==> src/rtl/fle_cfg_pkg.sv <==
// Fracturable LUT / FF-bank configuration layout.
// Bit offsets into the internal config chain.
package fle_cfg_pkg;

  function automatic int cfg_bits(input int k, input int n);
    return (1 << k) + 1 + 3 * n;
  endfunction

  function automatic int tt_lsb();
    return 0;
  endfunction

  function automatic int frac_bit(input int k);
    return 1 << k;
  endfunction

  function automatic int osel(input int k, input int j);
    return (1 << k) + 1 + 3 * j;
  endfunction

  function automatic int dsel(input int k, input int j);
    return (1 << k) + 2 + 3 * j;
  endfunction

  function automatic int ceuse(input int k, input int j);
    return (1 << k) + 3 + 3 * j;
  endfunction

endpackage

==> src/rtl/fle_ff_slice.sv <==
// One output slice: D-select, scan, clock enable,
// flip-flop and registered/bypass output mux.
module fle_ff_slice (
  input  logic clk,
  input  logic rst_n_i,
  input  logic clr_i,
  input  logic test_en_i,
  input  logic scan_i,
  input  logic chain_i,
  input  logic lut_i,
  input  logic ce_i,
  input  logic ce_use_i,
  input  logic d_sel_i,
  input  logic out_sel_i,
  input  logic live_i,
  output logic q_o,
  output logic out_o
);

  logic q_q, q_d;

  // Next state: clear wins, then scan, then gated D.
  always_comb begin
    q_d = q_q;
    if (clr_i) begin
      q_d = 1'b0;
    end else if (test_en_i) begin
      q_d = scan_i;
    end else if (!ce_use_i || ce_i) begin
      q_d = d_sel_i ? chain_i : lut_i;
    end
  end

  // Slice flip-flop with synchronous reset.
  always_ff @(posedge clk) begin
    if (!rst_n_i) q_q <= 1'b0;
    else          q_q <= q_d;
  end

  assign q_o   = q_q;
  assign out_o = live_i & (out_sel_i ? q_q : lut_i);

endmodule

==> src/rtl/fle_frac_lut_ffbank.sv <==
// Fracturable K-LUT feeding NUM_OUT FF slices,
// with an internal config chain and done counter.
module fle_frac_lut_ffbank
  import fle_cfg_pkg::*;
#(
  parameter int LUT_K   = 4,
  parameter int NUM_OUT = 2
) (
  input  logic               clk,
  input  logic               rst_n,
  input  logic               Test_en,
  input  logic               ccff_en,
  input  logic               ccff_head,
  output logic               ccff_tail,
  output logic               cfg_done,
  input  logic [LUT_K-1:0]   fabric_in,
  input  logic               fabric_regin,
  input  logic               fabric_scin,
  input  logic               fabric_ce,
  output logic [NUM_OUT-1:0] fabric_out,
  output logic               fabric_regout,
  output logic               fabric_scout
);

  localparam int CFG_BITS = cfg_bits(LUT_K, NUM_OUT);
  localparam int TT       = 1 << LUT_K;
  localparam int HALF     = TT / 2;
  localparam int CW       = $clog2(CFG_BITS + 1);
  localparam int TT0      = tt_lsb();
  localparam int FRB      = frac_bit(LUT_K);
  localparam logic [CW-1:0] CNT_MAX = CW'(CFG_BITS);

  logic [CFG_BITS-1:0] cfg_q, cfg_d;
  logic [CW-1:0]       cnt_q, cnt_d;
  logic                done_q, done_d;

  // Config shift, bit counter and restart on a new shift.
  always_comb begin
    cfg_d  = cfg_q;
    cnt_d  = cnt_q;
    if (ccff_en) begin
      cfg_d = {cfg_q[CFG_BITS-2:0], ccff_head};
      if (done_q)               cnt_d = CW'(1);
      else if (cnt_q != CNT_MAX) cnt_d = cnt_q + 1'b1;
    end
    done_d = (cnt_d == CNT_MAX);
  end

  // Config state registers.
  always_ff @(posedge clk) begin
    if (!rst_n) begin
      cfg_q  <= '0;
      cnt_q  <= '0;
      done_q <= 1'b0;
    end else begin
      cfg_q  <= cfg_d;
      cnt_q  <= cnt_d;
      done_q <= done_d;
    end
  end

  assign ccff_tail = cfg_q[CFG_BITS-1];
  assign cfg_done  = done_q;

  logic [TT-1:0]    tt;
  logic [HALF-1:0]  tt_lo, tt_hi;
  logic [LUT_K-2:0] idx;
  logic             frac;
  logic             lut_full, lut_lo, lut_hi;

  assign tt       = cfg_q[TT0 +: TT];
  assign tt_lo    = tt[HALF-1:0];
  assign tt_hi    = tt[TT-1:HALF];
  assign frac     = cfg_q[FRB];
  assign idx      = fabric_in[LUT_K-2:0];
  assign lut_full = tt[fabric_in];
  assign lut_lo   = tt_lo[idx];
  assign lut_hi   = tt_hi[idx];

  // FFs are held clear until configured and on restart.
  logic clr;
  assign clr = ~done_q | ccff_en;

  logic [NUM_OUT-1:0] ff_q;
  logic [NUM_OUT-1:0] lut_out;

  for (genvar j = 0; j < NUM_OUT; j++) begin : g_slice
    localparam int OS = osel(LUT_K, j);
    localparam int DS = dsel(LUT_K, j);
    localparam int CU = ceuse(LUT_K, j);

    logic half_sel;
    logic prev;

    if (j % 2 == 1) begin : g_odd
      assign half_sel = lut_hi;
    end else begin : g_even
      assign half_sel = lut_lo;
    end

    if (j == 0) begin : g_first
      assign prev = 1'b0;
    end else begin : g_rest
      assign prev = ff_q[j-1];
    end

    assign lut_out[j] = frac ? half_sel : lut_full;

    fle_ff_slice u_slice (
      .clk       (clk),
      .rst_n_i   (rst_n),
      .clr_i     (clr),
      .test_en_i (Test_en),
      .scan_i    (j == 0 ? fabric_scin : prev),
      .chain_i   (j == 0 ? fabric_regin : prev),
      .lut_i     (lut_out[j]),
      .ce_i      (fabric_ce),
      .ce_use_i  (cfg_q[CU]),
      .d_sel_i   (cfg_q[DS]),
      .out_sel_i (cfg_q[OS]),
      .live_i    (done_q),
      .q_o       (ff_q[j]),
      .out_o     (fabric_out[j])
    );
  end

  assign fabric_regout = ff_q[NUM_OUT-1];
  assign fabric_scout  = ff_q[NUM_OUT-1];

endmodule

==> config.mk <==
export PLATFORM = sky130hd
export DESIGN_NAME = fle_frac_lut_ffbank
export DESIGN_NICKNAME = d
export VERILOG_FILES = /design/src/rtl/fle_cfg_pkg.sv /design/src/rtl/fle_ff_slice.sv /design/src/rtl/fle_frac_lut_ffbank.sv
export SDC_FILE = /design/constraint.sdc
export NUM_CORES = 1
export LEC_CHECK = 0
export BUFFER_PORTS_ARGS = -buffer_cell sky130_fd_sc_hd__buf_2
export CORE_MARGIN = 3
export CORE_UTILIZATION = 51
export DETAILED_ROUTE_END_ITERATION = 6
export GPL_TIMING_DRIVEN = 0
export PLACE_DENSITY = 0.74
export SKIP_LAST_GASP = 1
export SYNTH_ARGS = -nofsm -noshare
export SYNTH_HDL_FRONTEND = slang
export SYNTH_SLANG_ARGS = --single-unit
==> constraint.sdc <==
create_clock -name clk -period 1.55 [get_ports clk]
set_input_delay 0.155 -clock clk [delete_from_list [all_inputs] [get_ports clk]]
set_output_delay 0.155 -clock clk [all_outputs]
set_load 0.02 [all_outputs]
After elaboration in Yosys (flattened, before gate mapping)
Index checks and enable logic that the tools add are counted.

word-level totals
  output and inout bits = 6
  register bits after elaboration = 31
  input bits = 12

cells by class
  bitwise operators = 5
  reduce and logical (&&, ||, !) cells = 7
  magnitude comparators = 2
  multiplexer cells = 19
  equality and inequality tests = 2
  add/sub/neg operators = 1

operators by type and width
  kind                                                                  count
  5-bit 2-to-1 mux                                                      3
  1-bit 2-to-1 mux                                                      13
  1-bit binary-select mux with 3-bit select                             2
  5-bit by 1-bit adder with 5-bit output, second input constant         1
  5-bit == test, second input constant                                  1
  4-bit by 5-bit < comparator with 1-bit output, second input constant  1
  5-bit != test, second input constant                                  1
  1-bit binary-select mux with 4-bit select                             1
  3-bit by 4-bit < comparator with 1-bit output, second input constant  1
  2-bit nonzero test                                                    2
  1-bit AND                                                             2
  1-bit zero test                                                       2
  1-bit logical OR                                                      2
  1-bit NOT                                                             2
  2-bit OR reduction                                                    1
  1-bit OR                                                              1

Longest topological paths before layout
Gate-level depths: netlist of run 1.

  depth after elaboration = 6
  mapped depth = 7

Cells and area by module
A second synthesis of run 1 with hierarchy kept.

unflattened totals
  cells, all modules = 152
  area total of the unflattened synthesis = 1556.5 um^2

by module, submodules not included
  module               seq. area each (um^2)  cells each  instances  area each (um^2)
  fle_frac_lut_ffbank  580.6                  132         1          1391.3
  fle_ff_slice         20.0                   10          2          82.6

Worst setup path before layout of run 1
OpenSTA, ideal clock, no wires.

  kind = input to output
  start = in fabric_in[0]
  end = out fabric_out[1]
  stages on the path = 7
  data arrival time = 1.393 ns
  path buffers = 2
  setup slack = 0.002 ns
  required time = 1.395 ns
  cell sequence = buf_6 -> mux4_2 -> mux2i_1 -> nand2b_1 -> o211ai_1 -> o211a_1 -> buf_4

on the way
  longest elaborated chain between the ends = 5
  elaborated cells between the ends (all ways) = 7
  classes of those cells = mux: 6; bitwise: 1

RTL lines
  element                                                                                                 RTL line                                              source
  start: declaration                                                                                      fle_frac_lut_ffbank.sv:16                             input logic [LUT_K-1:0] fabric_in,
  1-bit binary-select mux with 4-bit select or 1-bit binary-select mux with 3-bit select (tied branches)  fle_frac_lut_ffbank.sv:76, fle_frac_lut_ffbank.sv:78
  1-bit 2-to-1 mux, on equally long branches                                                              fle_frac_lut_ffbank.sv:76, fle_frac_lut_ffbank.sv:78
  1-bit 2-to-1 mux *                                                                                      fle_frac_lut_ffbank.sv:107                            assign lut_out[j] = frac ? half_sel : lut_full;
  1-bit 2-to-1 mux *                                                                                      fle_ff_slice.sv:41                                    assign out_o = live_i & (out_sel_i ? q_q : lut_i);
  1-bit AND *                                                                                             fle_ff_slice.sv:41
  end: declaration                                                                                        fle_frac_lut_ffbank.sv:20                             output logic [NUM_OUT-1:0] fabric_out,

Mark *: on every way between the ends. The rest lies on a longest branch, timed or not. The select of a mux whose other input is x is not followed.

Worst setup path in the final report of run 1
  start = reg cfg_q[5]
  end = out fabric_out[1]

on the way
  longest elaborated chain between the ends = 5

RTL lines
  element                                    RTL line                    source
  start: declaration                         fle_frac_lut_ffbank.sv:33   logic [CFG_BITS-1:0] cfg_q, cfg_d;
  start signal: assignment                   fle_frac_lut_ffbank.sv:56   cfg_q <= cfg_d;
  1-bit binary-select mux with 4-bit select  fle_frac_lut_ffbank.sv:76   assign lut_full = tt[fabric_in];
  1-bit 2-to-1 mux (implied by the code)     fle_frac_lut_ffbank.sv:76
  1-bit 2-to-1 mux                           fle_frac_lut_ffbank.sv:107
  1-bit 2-to-1 mux                           fle_ff_slice.sv:41
  1-bit AND                                  fle_ff_slice.sv:41

No other way between the ends. The select of a mux whose other input is x is not followed.

==> results by stage, run 1 <==
Yosys:
- The sequential-to-total area share from yosys stat is 39.8%.
- The area share of the largest cell type after synthesis is 39.8%.
- Sorting the synthesized cells by area gives the leading types as dfxtp_1, mux2i_1, nor2b_1.
- The post-synthesis instance area is 0.00156 mm².
- For this run, the number of Yosys warnings is 0.
- The average size of a mapped cell is 9.75 µm².
- The number of different library cells in the post-synthesis netlist is 35.
- When the netlist entered floorplanning its net count stood at 173.
- The cell taking the most area after synthesis is dfxtp_1.
- The synthesized design contains 31 register bits.
- Synthesis produced 160 cells.

Timing:
- Setup violations remaining at the end of the flow were counted as 3.
- Timing would allow up to 492 MHz.
- The minimum setup slack in the final design is -0.483 ns.
- For the pin with the worst max-slew slack, the measured transition is 0.399 ns.
- In this run the tightest slew margin relative to its limit is 73.2%.
- The final critical-path share of the clock period is 131%.
- The routed design could run at a clock period as short as 2.03 ns.
- Across the routed clock network, the largest skew measured is 0.00809 ns.
- The number of hold violations in the final report is 0.
- Setup repair after global routing could not meet its margin everywhere.
- The count of final max-slew check failures came to 0.

Floorplan:
- The total I/O pin count is 18.
- For this configuration, the core starts out at a cell density of 55.2%.
- The x dimension of the die is 61.3 µm.
- The core outline area is 0.00283 mm².
- In this run the vertical extent of the chip is 61.3 µm.
- The number of core rows is 19.
- The floorplan step defined a die boundary enclosing 0.00376 mm².

Routing:
- The average wire length per cell after detail routing is 14.0 µm.
- For this run, design rule violations remaining after detail routing come to 0.
- The detail route stage leaves a number of antenna-violating nets equal to 0.
- The final wirelength is 3020 µm.
- Before antenna repair, the detailed router went through 4 iterations.
- The detailed-route via count is 1190.
- In the routed layout, each cell is associated on average with a via count of 5.53.
- The violation count after the first detailed-routing iteration is 44.

Critical path:
- The endpoint kind of the worst setup timing path is an output port.
- The critical setup path kind is flip-flop to output port.
- The data arrival time of the critical path is 1.88 ns.
- For the worst setup path, the data required time is 1.39 ns.
- Along the worst path, the maximum fanout reaches 3.
- The worst setup path is launched from a flip-flop.

Placement:
- The half-perimeter wire length of the detailed placement result is 2090 µm.
- The setup slack after placement is -0.239 ns.
- The post-placement cell count is 206.
- The post-placement cell area is 0.00167 mm².
- Input and output buffers added on the ports amount to 15.
- At the end of routability-driven placement, the weighted congestion stood at 0.854.

Status:
- The run finished, with violations left.
- The checks that failed: negative setup slack.

Run:
- The tool flagged a number of max-cap violations equal to 0.

Cells and area:
- The layout overhead on the synthesized area is 15.9%.
- The antenna diode count is 0.
- The final standard cell count with taps included and fillers excluded is 215.
- The final cell area excluding filler cells is 0.00181 mm².
- In the final layout, the share of cells above drive strength 1 is 26.1%.
- The net count of the finished layout is 196.

Power:
- The leakage power is 0.762 nW.
- IR analysis of the VDD net gives a maximum drop of 0.622 mV.
- The total power density per cell area is 828 mW/mm².

Global route:
- For this run the aggregate overflow at the end of global routing stands at 0.
- The number of global-route vias before repair came to 1056.
- The first global-routing pass estimated 4700 µm of wire.
- Global routing used 17.2% of the available tracks.
- The initial antenna violation count is 0.
- Entering global routing, the biggest net connects 11 pins.

CTS:
- The TritonCTS clock tree is done.
- In this run, post-CTS hold repair placed 0 buffers.
- The H-tree generated during clock tree synthesis spans 2 levels.
- The clock passes through at most 2 buffers.
- The number of clock sinks is 31.
- The latest clock arrival within the worst-skew pair is 0.32 ns.
- The clock input transition at the sequential cells of the worst setup and hold paths is 0.09 ns.
- The cell sitting at the root of the clock tree is a clkbuf_4.
- TritonCTS created 5 clock buffers.

Hold path:
- In this run the worst hold path is classified as input port to flip-flop.
-- where the power goes --
part	internal (mW)	switching [mW]	total, mW
clock network	0.267	0.272	0.539
logic	0.0713	0.0718	0.143
registers	0.805	0.00925	0.815
total	1.14	0.353	1.50
-- per-stage QoR --
step                hold WS, ns  utilization [%]  TNS (ns)  total power, mW
floorplan                 0.325                -         0            0.924
global placement          0.416             59.2    -0.384            0.957
detailed placement        0.424             59.2    -0.440            0.962
CTS                      0.0828             62.8    -0.868             1.50
global route             0.0779             63.9     -1.02             1.57
finish                   0.0860             63.9    -0.856             1.50
-- cell families (layout without fill, tap and decap cells) --
group / Yosys count / in the layout / synth area share (%)
simple gates: 55 / 55 / 20.3
mux: 34 / 34 / 23.5
flops: 31 / 31 / 39.8
compound gates: 23 / 23 / 10.0
buf+inv: 15 / 39 / 5.05
fa+ha+maj: 1 / 1 / 0.802
xor+xnor: 1 / 1 / 0.561
-- registers in the layout, summed over array words and instances, names as in the netlist --
name	count
cnt_q	5
cfg_done	1
cfg_q	23
g_slice.u_slice.q_o	2
-- layer usage --
metal | vias up | GRT usage, % | wire, µm
li1 | 607 | - | -
met1 | 554 | 21.6 | 1380
met2 | 24 | 27.5 | 1470
met3 | 5 | 6.29 | 137
met4 | 0 | 5.57 | 27
met5 | - | 0 | 0
-- placed cells by master (no fill, tap or decap), types with 2 or more instances in the layout --
cell type and count:
nor2_1 5, mux2i_1 30, o211ai_1 4, dfxtp_2 9, nand2_1 7, nor2b_1 24
clkbuf_8 2, nand3b_1 3, buf_6 3, buf_4 4, nand2b_1 3, a21oi_1 5
nand3_1 5, inv_1 3, mux4_2 2, o21ai_0 2, dfxtp_1 22, o211a_1 2
buf_2 16, clkbuf_1 6, and2_1 2, clkbuf_4 5
-- repair_timing --
action,CTS,global route
buffers inserted,1,2
resized for setup,14,6
gates cloned,0,0
pin swaps,3,1
endpoints found under the hold margin,0,0
endpoints found under the setup margin,4,4
-- synthesized netlist by cell type --
library cell,n
a21boi_0,1
inv_1,3
nand2_1,7
o211a_1,2
nor4_1,1
mux4_2,2
a31o_2,1
nand3b_1,3
a31oi_1,1
nor2_1,5
dfxtp_1,31
clkbuf_1,5
o31ai_1,1
a32o_1,1
ha_1,1
buf_6,1
o211ai_1,4
mux2i_1,31
or3b_1,1
and3_1,1
buf_4,3
and4_1,1
nand3_1,5
and2_1,2
o21ai_1,2
mux2_2,1
nor2b_1,24
a21oi_1,6
buf_2,3
o22ai_1,1
nand4_1,1
o21ai_0,2
xor2_1,1
o311a_1,1
nand2b_1,4
-- critical path, cell delays in order, from the launching register on --
cell	delay (ns)
dfxtp_2	0.34
mux4_2	0.49
mux2i_4	0.20
nand2b_4	0.16
o211ai_1	0.10
o211a_1	0.14
buf_6	0.13
-- final timing paths --
check	from	end	slack, ns	depth (start not counted)
worst max-delay path	cfg_q[5]	fabric_out[1]	-0.48	6
worst min-delay path	ccff_head	cfg_q[0]	0.09	3
worst max register to register	cfg_q[5]	g_slice[1].u_slice.q_o	-0.05	5
worst min register to register	g_slice[0].u_slice.q_o	g_slice[0].u_slice.q_o	0.49	2
-- area by class of cell --
type                       count  area (µm²)
sequential                    31         632
tap                           31        38.8
fill                         232        1020
multi-input combinational    114         895
inverter                       3        11.3
buffer                        10        52.6
clock buffer                   8        68.8
timing repair buffer          18         110
Note: power is estimated with default switching activity, not from simulation.
==> run 2: changes to the inputs <==
--- a/config.mk
+++ b/config.mk
@@ -6,11 +6,13 @@
 export NUM_CORES = 1
 export LEC_CHECK = 0
 export BUFFER_PORTS_ARGS = -buffer_cell sky130_fd_sc_hd__buf_2
+export CELL_PAD_IN_SITES_DETAIL_PLACEMENT = 1
+export CELL_PAD_IN_SITES_GLOBAL_PLACEMENT = 1
 export CORE_MARGIN = 3
-export CORE_UTILIZATION = 51
+export CORE_UTILIZATION = 40
 export DETAILED_ROUTE_END_ITERATION = 6
 export GPL_TIMING_DRIVEN = 0
-export PLACE_DENSITY = 0.74
+export PLACE_DENSITY_LB_ADDON = 0.1
 export SKIP_LAST_GASP = 1
 export SYNTH_ARGS = -nofsm -noshare
 export SYNTH_HDL_FRONTEND = slang
==> run 2 against run 1 <==
Effect of this change:
- register-to-register slack worse by 0.03 ns
- global-route usage is 0.50 points lower
- the run still ends with negative setup slack left
- maximum frequency increased by 4.2%
- setup slack improved by 0.082 ns
- critical path depth is the same
- clock power grew 18%
- worst hold slack better by 0.052 ns
- largest cell class unchanged
- sequential share of layout area decreased by 1.6 points
- sequential power hardly changed
==> results by stage, run 2 (same netlist as run 1, synthesis figures left out) <==
Status:
- Run status: complete, but fails checks (unchanged).
- Violations in the final reports: negative setup slack (unchanged).

Timing:
- The number of hold violations in the final report is 0 (unchanged).
- The count of final max-slew check failures came to 0 (unchanged).
- The final critical-path share of the clock period is 126% (was 131%).
- The minimum clock period was 1.95 ns (was 2.03 ns).
- The worst-case clock skew was 0.00886 ns (was 0.00809 ns).
- The worst slack on hold paths is 0.138 ns (was 0.0860 ns).
- The final setup violation count came to 4 (was 3).
- The pin slew with the least headroom to its limit came to 0.412 ns (was 0.399 ns).
- Unrepaired setup endpoints after global routing: yes (unchanged).
- The max-slew headroom at the worst pin is 72.5% (was 73.2%).
- The minimum setup slack in the final design came to -0.402 ns (was -0.483 ns).
- The total negative slack is -0.853 ns (was -0.856 ns).
- The timing-limited maximum frequency came to 512 MHz (was 492 MHz).

Cells and area:
- The combined area of the multi-input logic cells is 903 µm² (was 895 µm²).
- The antenna diode count came to 0 (unchanged).
- The final cell area excluding filler cells is 0.00190 mm² (was 0.00181 mm²).
- The leading cell type in the layout, fill and taps excluded was mux2i_1 (unchanged).
- The layout overhead on the synthesized area is 21.5% (was 15.9%).
- The register bank with the most flops is cfg_q (unchanged).
- The number of filler instances in the final layout is 432 (was 232).
- The fraction of layout instances using a drive strength above 1 is 29.4% (was 26.1%).
- Leading cell types in the layout, fill and taps excluded: mux2i_1, nor2b_1, dfxtp_1 (unchanged).
- The number of flip-flops under the largest register name is 23 (unchanged).
- The layout net count is 200 (was 196).
- The final standard cell count with taps included and fillers excluded was 235 (was 215).
- The register area is 632 µm² (unchanged).

Floorplan:
- The x dimension of the die is 68.5 µm (was 61.3 µm).
- The core outline area is 0.00372 mm² (was 0.00283 mm²).
- The number of core rows is 22 (was 19).
- The die area is 0.00469 mm² (was 0.00376 mm²).
- The total I/O pin count is 18 (unchanged).
- The initial core utilization came to 42.0% (was 55.2%).
- The die extent in y is 68.5 µm (was 61.3 µm).

Routing:
- The detailed-route DRC error count is 0 (unchanged).
- The remaining antenna violation count is 0 (unchanged).
- The violation count after the first detailed-routing iteration came to 43 (was 44).
- The routed via count divided by cell count is 5.35 (was 5.53).
- The average wire length per cell after detail routing was 15.6 µm (was 14.0 µm).
- The detailed-routing iteration count for the pre-antenna-repair pass is 4 (unchanged).
- The final wirelength is 3660 µm (was 3020 µm).
- The detailed-route via count came to 1258 (was 1190).

Critical path:
- The count of buffer and inverter cells on the critical path came to 1 (unchanged).
- The slack of the worst reg-to-reg path is -0.08 ns (was -0.05 ns).
- The endpoint kind of the worst setup timing path was an output port (unchanged).
- The biggest fanout along the worst timing path is 3 (unchanged).
- The worst path required time is 1.39 ns (about the same).
- The data arrival time of the critical path came to 1.80 ns (was 1.88 ns).
- The worst setup path startpoint is cfg_q[1] (was cfg_q[5]).
- The critical setup path kind is flip-flop to output port (unchanged).
- The kind of start point of the critical path is a flip-flop (unchanged).
- The critical path's top delay family was multiplexers (unchanged).
- The reg-to-reg endpoint was g_slice[0].u_slice.q_o (was g_slice[1].u_slice.q_o).
- The depth of the worst register-to-register path came to 7 (was 5).
- The cell with the biggest individual delay on the critical path is mux4_2 (unchanged).
- Worst-path cell chain: mux4_2, mux2i_4, nand2b_4, o211ai_1, o211a_1, buf_6 (unchanged).
- The launch instance of the worst register-to-register path is cfg_q[1] (was cfg_q[5]).
- The longest individual stage delay on the worst path is 0.48 ns (was 0.49 ns).

CTS:
- The latest clock arrival within the worst-skew pair came to 0.28 ns (was 0.32 ns).
- The number of clock buffers inserted by TritonCTS is 5 (unchanged).
- The number of clock sinks is 31 (unchanged).
- The master cell of the clock root buffer is clkbuf_8 (was clkbuf_4).
- The clock input transition at the sequential cells of the worst setup and hold paths is 0.07 ns (was 0.09 ns).
- The H-tree depth is 2 (unchanged).
- The TritonCTS clock tree is done (unchanged).
- The number of buffers between clock root and the deepest sink is 2 (unchanged).

Global route:
- The pin count of the biggest net entering global routing was 11 (unchanged).
- The global router's overall resource usage was 16.7% (was 17.2%).
- The number of global-route vias before repair came to 1253 (was 1056).
- The wire length of the first global-routing pass came to 5710 µm (was 4700 µm).
- The initial antenna violation count is 0 (unchanged).
- The final global-route overflow total is 0 (unchanged).

Power:
- The leakage power is 0.801 nW (was 0.762 nW).
- The total power density per cell area is 844 mW/mm² (was 828 mW/mm²).
- The power consumption is 1.60 mW (was 1.50 mW).
- The maximum vdd drop was 0.458 mV (was 0.622 mV).

Run:
- The total of max-cap violations came to 0 (unchanged).

Placement:
- The number of input and output port buffers inserted came to 15 (unchanged).
- The half-perimeter wire length of the detailed placement result is 2580 µm (was 2090 µm).
- The routability-driven placement congestion ratio came to 0.871 (was 0.854).
- The post-placement cell area is 0.00170 mm² (was 0.00167 mm²).
- The post-placement cell count is 223 (was 206).

Hold path:
- The type of the worst min-delay path is input port to flip-flop (unchanged).
- The cell depth of the worst min-delay path is 3 (unchanged).
- The source of the worst hold timing path is ccff_head (unchanged).
- The worst-case hold path end point was cfg_q[0] (unchanged).
==> run 2: routing by layer <==
layer	vias to the layer above	track usage, %	routed length [µm]
met2	22	28.4	1880
li1	618	-	-
met4	0	5.96	39
met3	5	3.94	142
met5	-	0	0
met1	613	20.4	1600
==> run 2: area by class of cell <==
class                      instances  share of cell area [%]
tap                               48                    3.17
inverter                           3                   0.594
clock inverter                     1                   0.264
multi-input combinational        114                    47.7
buffer                            10                    2.84
clock buffer                       6                    4.36
timing repair buffer              22                    7.79
sequential                        31                    33.3
==> run 2: through the flow <==
stage                     utilization, %  setup WS (ns)
after floorplan                        -        0.00158
after global placement              45.6         -0.263
after detailed placement            45.6         -0.300
after CTS                           50.0         -0.387
after global routing                51.0         -0.441
final                               51.0         -0.402
==> run 2: timing repair <==
item / CTS / global route
pin swaps: 3 / 3
setup buffers: 4 / 4
setup endpoints to repair: 4 / 5
hold buffers: 0 / 0
resized for setup: 17 / 9
==> run 2: where the power goes <==
| group | internal, mW | switching, mW |
|---|---|---|
| Combinational | 0.0733 | 0.0749 |
| Clock | 0.348 | 0.288 |
| Sequential | 0.806 | 0.00986 |
| Total | 1.23 | 0.373 |
==> run 2: worst register-to-register path: stages (launching register included) <==
cell	delay (ns)
dfxtp_2	0.33
mux4_2	0.48
mux2i_4	0.20
buf_6	0.13
buf_6	0.08
or3b_1	0.09
o311a_1	0.17
o21ai_2	0.06
==> run 2: worst max path at each step <==
stage / to / slack, ns / cells past startpoint
2_1_floorplan: fabric_out[1] / 0.002 / 7
3_3_place_gp: fabric_out[1] / -0.26 / 8
3_5_place_dp: fabric_out[1] / -0.30 / 8
4_1_cts: fabric_out[1] / -0.39 / 6
5_1_grt: fabric_out[1] / -0.44 / 6
6_report: fabric_out[1] / -0.40 / 6
==> run 3: changes to the inputs <==
--- a/config.mk
+++ b/config.mk
@@ -13,6 +13,7 @@
 export DETAILED_ROUTE_END_ITERATION = 6
 export GPL_TIMING_DRIVEN = 0
 export PLACE_DENSITY_LB_ADDON = 0.1
+export SETUP_SLACK_MARGIN = 0.02
 export SKIP_LAST_GASP = 1
 export SYNTH_ARGS = -nofsm -noshare
 export SYNTH_HDL_FRONTEND = slang
==> constraint.sdc (replaced) <==
create_clock -name clk -period 1.65 [get_ports clk]
set_input_delay 0.165 -clock clk [delete_from_list [all_inputs] [get_ports clk]]
set_output_delay 0.165 -clock clk [all_outputs]
set_load 0.02 [all_outputs]
==> run 3 against run 2 <==
Effect of this change:
- the flow still finishes with violations (negative setup slack)
- count of clock-buffer cells in the layout unchanged
- register-to-register slack improved by 0.10 ns
- critical path depth unchanged
- utilization decreased by 0.37 points
- sequential share of layout area increased by 0.24 points
- cell area decreased by 0.73%
- sequential power decreased by 6.0%
- first-iteration DRC count decreased by 23%
- global-route usage increased by 0.10 points
- non-clock buffer count decreased by 1
- sequential cell count unchanged
==> results by stage, run 3 (same netlist as run 1, synthesis figures left out) <==
Critical path:
- The reg-to-reg endpoint is g_slice[0].u_slice.q_o (unchanged).
- The depth of the worst register-to-register path was 7 (unchanged).
- The kind of start point of the critical path is a flip-flop (unchanged).
- The timing endpoint of the critical path is fabric_out[1] (unchanged).
- The cell with the biggest individual delay on the critical path is mux4_2 (unchanged).
- The worst setup path startpoint is cfg_q[1] (unchanged).
- The biggest fanout along the worst timing path is 3 (unchanged).
- The launch instance of the worst register-to-register path was cfg_q[1] (unchanged).
- The endpoint kind of the worst setup timing path is an output port (unchanged).
- Worst-path cell chain: mux4_2, mux2i_4, nand2b_4, o211ai_1, o211a_1, buf_6 (unchanged).
- The number of gates on the worst path with buffers counted is 6 (unchanged).
- The longest individual stage delay on the worst path was 0.48 ns (about the same).
- The count of buffer and inverter cells on the critical path is 1 (unchanged).
- The critical setup path kind is flip-flop to output port (unchanged).
- The data arrival time of the critical path is 1.79 ns (was 1.80 ns).
- The slack of the worst reg-to-reg path is 0.02 ns (was -0.08 ns).
- The worst path required time came to 1.48 ns (was 1.39 ns).
- The critical path's top delay family is multiplexers (unchanged).

CTS:
- The number of clock buffers inserted by TritonCTS came to 5 (unchanged).
- The latest clock arrival within the worst-skew pair is 0.28 ns (about the same).
- The number of buffers added to fix hold violations after cts is 0 (unchanged).
- The number of clock sinks is 31 (unchanged).
- The clock input transition at the sequential cells of the worst setup and hold paths is 0.07 ns (about the same).
- The number of buffers between clock root and the deepest sink is 2 (unchanged).
- The master cell of the clock root buffer is clkbuf_8 (unchanged).
- The H-tree depth is 2 (unchanged).
- The TritonCTS clock tree was done (unchanged).

Routing:
- The detailed-route via count is 1252 (was 1258).
- The violation count after the first detailed-routing iteration was 33 (was 43).
- The detailed-route DRC error count is 0 (unchanged).
- The average wire length per cell after detail routing came to 15.8 µm (was 15.6 µm).
- The remaining antenna violation count is 0 (unchanged).
- The routed via count divided by cell count is 5.35 (about the same).
- The detailed-routing iteration count for the pre-antenna-repair pass was 4 (unchanged).
- The final wirelength was 3690 µm (was 3660 µm).

Status:
- Violations in the final reports: negative setup slack (unchanged).
- Run status: complete, but fails checks (unchanged).

Timing:
- The pin slew with the least headroom to its limit was 0.431 ns (was 0.412 ns).
- The minimum setup slack in the final design is -0.309 ns (was -0.402 ns).
- The max-slew headroom at the worst pin was 71.3% (was 72.5%).
- Unrepaired setup endpoints after global routing: yes (unchanged).
- For the finished layout, the period the worst path requires is 1.96 ns.
- Based on the critical path, the design can be clocked at up to 510 MHz.
- The count of final max-slew check failures is 0 (unchanged).
- The final setup violation count was 2 (was 4).
- The worst-case clock skew is 0.00886 ns (about the same).
- The number of hold violations in the final report is 0 (unchanged).
- The final critical-path share of the clock period is 119%.
- The total negative slack is -0.556 ns (was -0.853 ns).

Placement:
- The routability-driven placement congestion ratio came to 0.871 (unchanged).
- The post-placement cell count is 223 (unchanged).
- The number of input and output port buffers inserted is 15 (unchanged).
- The setup slack after placement was -0.220 ns (was -0.300 ns).
- The half-perimeter wire length of the detailed placement result is 2580 µm (unchanged).

Power:
- The leakage power is 0.790 nW (was 0.801 nW).
- The total power density per cell area is 798 mW/mm² (was 844 mW/mm²).
- The maximum vdd drop came to 0.430 mV (was 0.458 mV).

Global route:
- The global router's overall resource usage came to 16.8% (was 16.7%).
- The wire length of the first global-routing pass is 5760 µm (was 5710 µm).
- The pin count of the biggest net entering global routing is 11 (unchanged).
- The final global-route overflow total is 0 (unchanged).
- The initial antenna violation count is 0 (unchanged).
- The number of global-route vias before repair is 1264 (was 1253).

Cells and area:
- Leading cell types in the layout, fill and taps excluded: mux2i_1, nor2b_1, dfxtp_1 (unchanged).
- The number of filler instances in the final layout was 435 (was 432).
- The register bank with the most flops is cfg_q (unchanged).
- The combined area of the multi-input logic cells is 898 µm² (was 903 µm²).
- The fraction of layout instances using a drive strength above 1 is 28.0% (was 29.4%).
- The number of flip-flops under the largest register name is 23 (unchanged).
- The layout net count is 199 (was 200).
- The final standard cell count with taps included and fillers excluded was 234 (was 235).
- The layout overhead on the synthesized area is 20.6% (was 21.5%).
- The leading cell type in the layout, fill and taps excluded is mux2i_1 (unchanged).
- The register area came to 632 µm² (unchanged).
- The antenna diode count is 0 (unchanged).

Floorplan:
- The core outline area came to 0.00372 mm² (unchanged).
- The x dimension of the die is 68.5 µm (unchanged).
- The die extent in y was 68.5 µm (unchanged).
- The initial core utilization came to 42.0% (unchanged).
- The die area came to 0.00469 mm² (unchanged).
- The total I/O pin count was 18 (unchanged).
- The number of core rows is 22 (unchanged).

Hold path:
- The type of the worst min-delay path is input port to flip-flop (unchanged).
- The source of the worst hold timing path is ccff_head (unchanged).

Run:
- The total of max-cap violations is 0 (unchanged).
[run 3: per-layer routing]
metal  up-vias  wire length (µm)  track usage [%]
met5         -                 0                0
met3         5               153             3.94
met1       608              1600             20.3
li1        616                 -                -
met4         0                39             5.96
met2        23              1900             28.8
[run 3: worst min-delay path by stage]
| stage | to | slack, ns | cells past startpoint |
|---|---|---|---|
| 2_1_floorplan | cfg_q[0] | 0.33 | 2 |
| 3_3_place_gp | cfg_q[0] | 0.43 | 3 |
| 3_5_place_dp | cfg_q[0] | 0.45 | 3 |
| 4_1_cts | cfg_q[0] | 0.15 | 3 |
| 5_1_grt | cfg_q[0] | 0.14 | 3 |
| 6_report | cfg_q[0] | 0.15 | 3 |
[run 3: through the flow]
| stage | power (mW) | util (%) | hold slack, ns | area [µm²] |
|---|---|---|---|---|
| floorplan | 0.868 | - | 0.335 | 1560 |
| global placement | 0.902 | 45.6 | 0.426 | 1700 |
| detailed placement | 0.906 | 45.6 | 0.449 | 1700 |
| CTS | 1.51 | 49.7 | 0.148 | 1850 |
| global route | 1.57 | 50.6 | 0.143 | 1880 |
| finish | 1.50 | 50.6 | 0.148 | 1880 |
[run 3: final cells by class]
class	instances	share of cell area, %
Multi-Input combinational cell	114	47.7
Sequential cell	31	33.6
Timing Repair Buffer	21	7.45
Clock buffer	6	4.39
Tap cell	48	3.19
Buffer	10	2.79
Inverter	3	0.598
Clock inverter	1	0.266
[run 3: worst reg2reg max path: stages (launching register included)]
cell and delay [ns]:
dfxtp_2 0.33, mux4_2 0.48, mux2i_4 0.20, buf_6 0.13, buf_6 0.08, or3b_1 0.09, o311a_1 0.17, o21ai_2 0.06
[run 3: timing repair]
| item | in CTS | in global routing |
|---|---|---|
| setup buffers | 4 | 3 |
| pin swaps | 2 | 3 |
| gates resized for setup | 14 | 9 |
| endpoints found under the setup margin | 3 | 5 |
[run 3: power breakdown]
part	internal, mW	switching, mW	leakage, nW	total, mW
logic	0.0675	0.0708	0.488	0.138
registers	0.757	0.00937	0.254	0.767
clock network	0.327	0.270	0.0470	0.597
